`src/rtl/serial_subtractor_ctrl.sv`:
```
// Bit-serial subtraction controller: feeds an external full-subtractor one bit
// per clock, LSB first, and collects the difference and final borrow.
module serial_subtractor_ctrl #(
  parameter int WIDTH = 8
) (
  input  logic             clk,
  input  logic             reset,
  input  logic             start,
  input  logic [WIDTH-1:0] A,
  input  logic [WIDTH-1:0] B,
  output logic             fsA,
  output logic             fsB,
  output logic             fsBorrowIn,
  input  logic             fsDifference,
  input  logic             fsBorrowOut,
  output logic             busy,
  output logic             done,
  output logic [WIDTH-1:0] difference,
  output logic             borrowOut
);

  // state | meaning
  // IDLE  | waiting for start; results from the last operation held
  // SHIFT | one operand bit pair per clock through the external stage
  // DONE  | single-cycle done pulse, then back to IDLE

  localparam int CNT_W = $clog2(WIDTH) + 1;
  localparam logic [CNT_W-1:0] LAST_BIT = CNT_W'(WIDTH - 1);

  typedef enum logic [1:0] {
    IDLE  = 2'd0,
    SHIFT = 2'd1,
    DONE  = 2'd2
  } state_t;

  state_t           state;
  state_t           state_nxt;
  logic [WIDTH-1:0] a_reg;
  logic [WIDTH-1:0] b_reg;
  logic [WIDTH-1:0] diff_reg;
  logic [WIDTH-1:0] diff_shift;
  logic             borrow_reg;
  logic             borrow_out_reg;
  logic [CNT_W-1:0] bit_count;
  logic             last_bit;

  assign last_bit = (bit_count == LAST_BIT);

  // Shift operator instead of a part-select keeps WIDTH=1 legal.
  always_comb begin
    diff_shift = diff_reg >> 1;
    diff_shift[WIDTH-1] = fsDifference;
  end

  always_comb begin
    state_nxt = state;
    case (state)
      IDLE:    if (start) state_nxt = SHIFT;
      SHIFT:   if (last_bit) state_nxt = DONE;
      DONE:    state_nxt = IDLE;
      default: state_nxt = IDLE;
    endcase
  end

  always_comb begin
    fsA        = 1'b0;
    fsB        = 1'b0;
    fsBorrowIn = 1'b0;
    busy       = (state == SHIFT) || (state == DONE);
    done       = (state == DONE);
    if (state == SHIFT) begin
      fsA        = a_reg[0];
      fsB        = b_reg[0];
      fsBorrowIn = borrow_reg;
    end
  end

  always_ff @(posedge clk) begin
    if (reset) begin
      state          <= IDLE;
      a_reg          <= '0;
      b_reg          <= '0;
      diff_reg       <= '0;
      borrow_reg     <= 1'b0;
      borrow_out_reg <= 1'b0;
      bit_count      <= '0;
    end else begin
      state <= state_nxt;
      case (state)
        IDLE: begin
          if (start) begin
            a_reg      <= A;
            b_reg      <= B;
            borrow_reg <= 1'b0;
            bit_count  <= '0;
          end
        end
        SHIFT: begin
          diff_reg   <= diff_shift;
          borrow_reg <= fsBorrowOut;
          a_reg      <= a_reg >> 1;
          b_reg      <= b_reg >> 1;
          bit_count  <= bit_count + 1'b1;
          if (last_bit) borrow_out_reg <= fsBorrowOut;
        end
        default: ;
      endcase
    end
  end

  assign difference = diff_reg;
  assign borrowOut  = borrow_out_reg;

endmodule

```
`config.mk`:
```
export PLATFORM = sky130hd
export DESIGN_NAME = serial_subtractor_ctrl
export DESIGN_NICKNAME = d
export VERILOG_FILES = /design/src/rtl/serial_subtractor_ctrl.sv
export SDC_FILE = /design/constraint.sdc
export NUM_CORES = 1
export LEC_CHECK = 0
export BUFFER_PORTS_ARGS = -buffer_cell sky130_fd_sc_hd__buf_2
export CORE_MARGIN = 4
export CORE_UTILIZATION = 40
export CTS_CLUSTER_SIZE = 20
export DETAILED_ROUTE_END_ITERATION = 10
export PLACE_DENSITY = 0.6
export SETUP_SLACK_MARGIN = 0.1
export SYNTH_ARGS = -nofsm -noshare
export SYNTH_HDL_FRONTEND = slang
export SYNTH_SLANG_ARGS = --single-unit
```
`constraint.sdc`:
```
create_clock -name clk -period 2 [get_ports clk]
set_clock_uncertainty 0.2 [all_clocks]
set_input_delay 0.1 -clock clk [delete_from_list [all_inputs] [get_ports clk]]
set_output_delay 0.1 -clock clk [all_outputs]
set_load 0.02 [all_outputs]
```
==> metrics.yaml, run 1 <==
power:
  power_w: 0.00157
  powerDensity_nw_per_um2: 832
  irDropWorstVdd_mv: 0.494
  p_leak_nw: 0.819
cts:
  clk_path_buf_depth: 2
  numCtsBuffers: 5
  path_clk_slew_ps: 110
  cts_root_buffer: "clkbuf_4"
  clkLatencyLatePin_ps: 340
  cts_sinks: 32
  htreeDepth: 2
  cts_tree: "yes"
place:
  detailedPlacementHpwl_mm: 2.06
  place.gp.congestion: 0.777
  post-place-ws_ps: 127
  io_buffers: 34
timing:
  final.min_clock_period_ps: 1850
  worstMarginPinSlew_ps: 297
  slew_headroom_pct: 80.2
  setup_slack_ps: 145
  rsz0062_at_grt: "true"
  setup_viol: 0
  max_freq_mhz: 539
  setup_tns_ps: 0
  hold_ws_ps: 263
  final-hold-violation-count: 0
  period_share_pct: 92.7
  maxSlewViolCount: 0
drt:
  first_pass_iters: 4
  vias: 1227
  drc: 0
  top_layer_used: "met4"
  drt_wl_total_mm: 3.04
  drt-met1-wl_mm: 1.40
  ant_nets: 0
  routed_via_density: 4.91
  wl_met3_um: 153
  dr_wl_met2_mm: 1.43
  wl_per_cell_um: 12.2
  drt_iter0_drc: 59
yosys:
  netlist_top_cells_area: "dfxtp_1 46%, mux2i_1 16%, a211oi_1 8.1%"
  ys_top_cells_by_count: "32 x dfxtp_1, 24 x nor2_1, 23 x mux2i_1"
  synth_most_common_cell: "dfxtp_1"
  synth_cells: 147
  synth_top_cell_area_share_pct: 45.9
  synth_top_area_cell: "dfxtp_1"
  synth_edf_count: 0
  synthArstFlopShare_pct: 0
  avgSynthCellArea_sq_um: 9.50
  synth_area_sq_um: 1400
  ys_seq_elements: 32
  ys_types: 24
  ys.flop_type: "dfxtp_1"
  synth_nets: 172
  ys_warn_count: 0
  synth_seq_area_share_pct: 45.9
setup_path:
  cp_cell_sequence: "inv_1 > ha_2 > buf_4 > and2_1 > buf_2"
  slowest_stage: "dfxtp_1"
  cp-end-kind: "primary output"
  cp_max_fo: 13
  cpPeakStageDelay_ps: 340
  path_class: "flip-flop to primary output"
  worstPathArrival_ps: 1550
  crit_required_ps: 1700
  start_kind: "flip-flop"
run:
  drv_cap: 0
finish:
  final_nets: 228
  area_growth_pct: 35.0
  drive_gt1_share_pct: 24.5
  n_antenna_cell: 0
  fillers: 327
grt:
  grt_first_pass_wirelength_mm: 5.24
  grt_max_degree: 31
  grt_use_total_pct: 15.7
  grt_pass1_vias: 1212
  overflow: 0
  antenna_found_initial: 0
floorplan:
  die_x_um: 67.1
  rows: 21
  dieHeight_um: 67.1
  coreArea_sq_um: 3360
  ios: 35
  die-area_sq_um: 4500
  initial_core_util_pct: 41.5
worst_hold_path:
  hold_class: "flip-flop to flip-flop"
status:
  status: "finished, final reports clean"
[placed cells by master, fill, tap and decap left out, types with 5 or more instances in the layout]
cell           instances
a21oi_1                6
a211oi_1              15
mux2i_1               23
clkbuf_4               5
dfxtp_1               32
dlygate4sd3_1         20
nand3_1                5
buf_2                 34
nor2_1                24
buf_4                  5
[where the power goes]
group	internal [W]	total, W	switching, W	leakage [nW]
logic	0.000205	0.000438	0.000234	0.519
registers	0.000706	0.000743	0.0000367	0.262
clock network	0.000167	0.000388	0.000221	0.0380
total	0.00108	0.00157	0.000492	0.819
[logic make-up (layout without fill, tap and decap cells)]
| kind of cell | Yosys count | after routing | synth area share, % |
|---|---|---|---|
| and+or+nand+nor | 44 | 44 | 14.7 |
| DFF | 32 | 32 | 45.9 |
| AOI/OAI and AO/OA | 29 | 29 | 14.3 |
| muxes | 24 | 24 | 17.3 |
| buffers and inverters | 14 | 71 | 4.21 |
| adders and majority gates | 4 | 4 | 3.58 |
[area by class of cell]
class,count,area (sq um),share of cell area [%]
clock inverters,2,10.0,0.531
inverters,4,15.0,0.796
well taps,46,57.6,3.05
repair buffers,59,408,21.6
clock buffers,6,51.3,2.72
flip-flops and latches,32,641,34.0
multi-input cells,101,703,37.3
[worst paths after layout]
kind	cells past startpoint	slack, ps	endpoint	startpoint
hold / removal	2	260	b_reg[7]	b_reg[7]
setup / recovery	5	150	fsBorrowIn	state[1]
hold reg to reg	2	260	b_reg[7]	b_reg[7]
setup reg to reg	5	230	bit_count[3]	state[1]
[timing repair]
action                                 4_1_cts  5_1_grt
setup endpoints to repair                    0       18
hold buffers                                20        0
gates resized for setup                      0        1
buffers inserted                             0        0
endpoints found under the hold margin       22        0
[layer usage]
metal  up-vias  track usage (%)
li1        633                -
met1       555             17.6
met2        30             26.1
met3         9             5.56
met4         0             7.85
met5         -                0
[worst max-delay path, delay by kind of cell (launching register included)]
kind,cells,cell delay (ps)
AND/OR/NAND/NOR,1,140
buffers and inverters,3,480
adder cells (fa/ha/maj),1,250
flip-flops,1,340
[metrics by stage]
step | util, % | area (sq um) | cells
after CTS | 56.0 | 1880 | 250
after global routing | 56.1 | 1890 | 250
after global placement | 48.2 | 1620 | 222
final | 56.1 | 1890 | 250
after detailed placement | 48.2 | 1620 | 222
after floorplan | - | 1400 | 147
Power figures use the tool's default switching activity.
==> inputs of run 2 (changes only) <==
--- a/config.mk
+++ b/config.mk
@@ -6,11 +6,12 @@
 export NUM_CORES = 1
 export LEC_CHECK = 0
 export BUFFER_PORTS_ARGS = -buffer_cell sky130_fd_sc_hd__buf_2
+export CAP_MARGIN = 25
 export CORE_MARGIN = 4
-export CORE_UTILIZATION = 40
+export CORE_UTILIZATION = 51
 export CTS_CLUSTER_SIZE = 20
 export DETAILED_ROUTE_END_ITERATION = 10
-export PLACE_DENSITY = 0.6
+export PLACE_DENSITY = 0.74
 export SETUP_SLACK_MARGIN = 0.1
 export SYNTH_ARGS = -nofsm -noshare
 export SYNTH_HDL_FRONTEND = slang
==> metrics.yaml, run 2 (synthesized netlist as in run 1, its figures left out) <==
power:
  p_clk_share_pct: 24.7
  p_sw_share_pct: 31.6
  powerDensity_nw_per_um2: 848
  irDropWorstVdd_mv: 0.797
  p_leak_nw: 0.819
  power_frac_comb_pct: 28.4
  p_int_w: 0.00109
  pwr-share-seq_pct: 46.8
  p_switching_w: 0.000502
timing:
  rsz0062_at_grt: "true"
  setup_viol: 0
  worstMarginPinSlew_ps: 368
  setup_tns_ps: 0
  max_freq_mhz: 540
  final-hold-violation-count: 0
  final.min_clock_period_ps: 1850
  maxSlewViolCount: 0
  period_share_pct: 92.6
  slew_headroom_pct: 75.5
  hold_ws_ps: 266
drt:
  drc: 0
  routed_via_density: 5.21
  drt_iter0_drc: 82
  vias: 1214
  first_pass_iters: 4
  drt_wl_total_mm: 3.18
  wl_per_cell_um: 13.6
  ant_nets: 0
finish:
  register_area_sq_um: 641
  area_growth_pct: 34.2
  fillers: 203
  mostFrequentLayoutCells: "34 x buf_2, 32 x dfxtp_1, 24 x nor2_1"
  instances_no_fill: 233
  n_antenna_cell: 0
  final_area_sq_um: 1870
  final_nets: 227
  multi_input_area_sq_um: 703
  final_common_cell: "buf_2"
  drive_gt1_share_pct: 24.1
grt:
  antenna_found_initial: 0
  grt_max_degree: 31
  overflow: 0
  grt_use_total_pct: 20.2
  grt_first_pass_wirelength_mm: 5.44
  grt_pass1_vias: 1219
setup_path:
  r2r_slack_ps: 200
  cp_max_fo: 21
  reg2reg_from: "state[1]"
  crit_required_ps: 1700
  r2r-end: "bit_count[3]"
  cpPeakStageDelay_ps: 350
  start_kind: "flip-flop"
  worstPathArrival_ps: 1550
  path_class: "flip-flop to primary output"
  reg2regPathDepth: 5
  cp-end-kind: "primary output"
  slowest_stage: "dfxtp_1"
  cp_cell_sequence: "inv_1 > ha_2 > buf_12 > and2_1 > buf_2"
place:
  placedCellCount: 205
  place.gp.congestion: 0.709
  dpl_cell_area_sq_um: 1590
  detailedPlacementHpwl_mm: 2.05
  io_buffers: 34
cts:
  path_clk_slew_ps: 100
  clk_path_buf_depth: 2
  cts_tree: "yes"
  clkLatencyLatePin_ps: 330
  htreeDepth: 2
  cts_root_buffer: "clkbuf_4"
  cts_sinks: 32
  numCtsBuffers: 5
  post_cts_buffers: 0
worst_hold_path:
  holdPathEnd: "b_reg[7]"
  min-delay-start: "b_reg[7]"
  holdPathStages: 2
  hold_class: "flip-flop to flip-flop"
run:
  drv_cap: 0
floorplan:
  die-area_sq_um: 3640
  ios: 35
  initial_core_util_pct: 54.9
  coreArea_sq_um: 2540
  die_x_um: 60.3
  dieHeight_um: 60.3
  rows: 18
status:
  status: "finished, final reports clean"
run 2: worst max-delay path: cells and delay by family, from the launching register on:
family,cells,cell delay (ps)
adder cells (fa/ha/maj),1,260
buffers and inverters,3,460
flip-flops,1,350
AND/OR/NAND/NOR,1,140
run 2: area by class of cell:
cell class | count | area share [%]
Sequential cell | 32 | 34.2
Timing Repair Buffer | 58 | 22.2
Tap cell | 30 | 2.00
Clock buffer | 6 | 2.74
Multi-Input combinational cell | 101 | 37.5
Inverter | 4 | 0.801
Clock inverter | 2 | 0.534
run 2: what timing repair did:
item | CTS | global route
resized for setup | 2 | 3
setup endpoints to repair | 2 | 3
endpoints found under the hold margin | 27 | 0
cloned | 0 | 0
hold buffers | 20 | 0
run 2: metrics by stage:
step | setup WS, ps | total power, W | utilization [%]
floorplan | 278 | 0.00106 | -
global placement | 255 | 0.00113 | 62.6
detailed placement | 113 | 0.00115 | 62.6
CTS | 114 | 0.00158 | 73.2
global route | 83.0 | 0.00168 | 73.6
finish | 149 | 0.00159 | 73.6
run 2: power groups by stage:
stage	Clock, W	Sequential, W	Combinational, W
after floorplan	0	0.000752	0.000307
after CTS	0.000400	0.000745	0.000435
after detailed placement	0	0.000759	0.000395
after global routing	0.000428	0.000752	0.000501
after global placement	0	0.000753	0.000379
final	0.000393	0.000744	0.000452
run 2: layer usage:
metal,up-vias,share of wire (%),GRT usage (%)
met5,-,0,0
met4,0,1.5,7.59
met3,8,4.8,5.83
met2,26,49,33.5
met1,549,45,24.7
li1,631,-,-
run 2: worst max path at each step:
stage	startpoint	endpoint	slack (ps)	depth (start not counted)
detailed placement	state[1]	b_reg[5]	110	5
finish	state[1]	fsBorrowIn	150	5
CTS	state[1]	fsBorrowIn	110	5
floorplan	state[0]	bit_count[3]	280	5
global route	state[1]	fsBorrowIn	80	5
global placement	state[0]	b_reg[6]	250	5
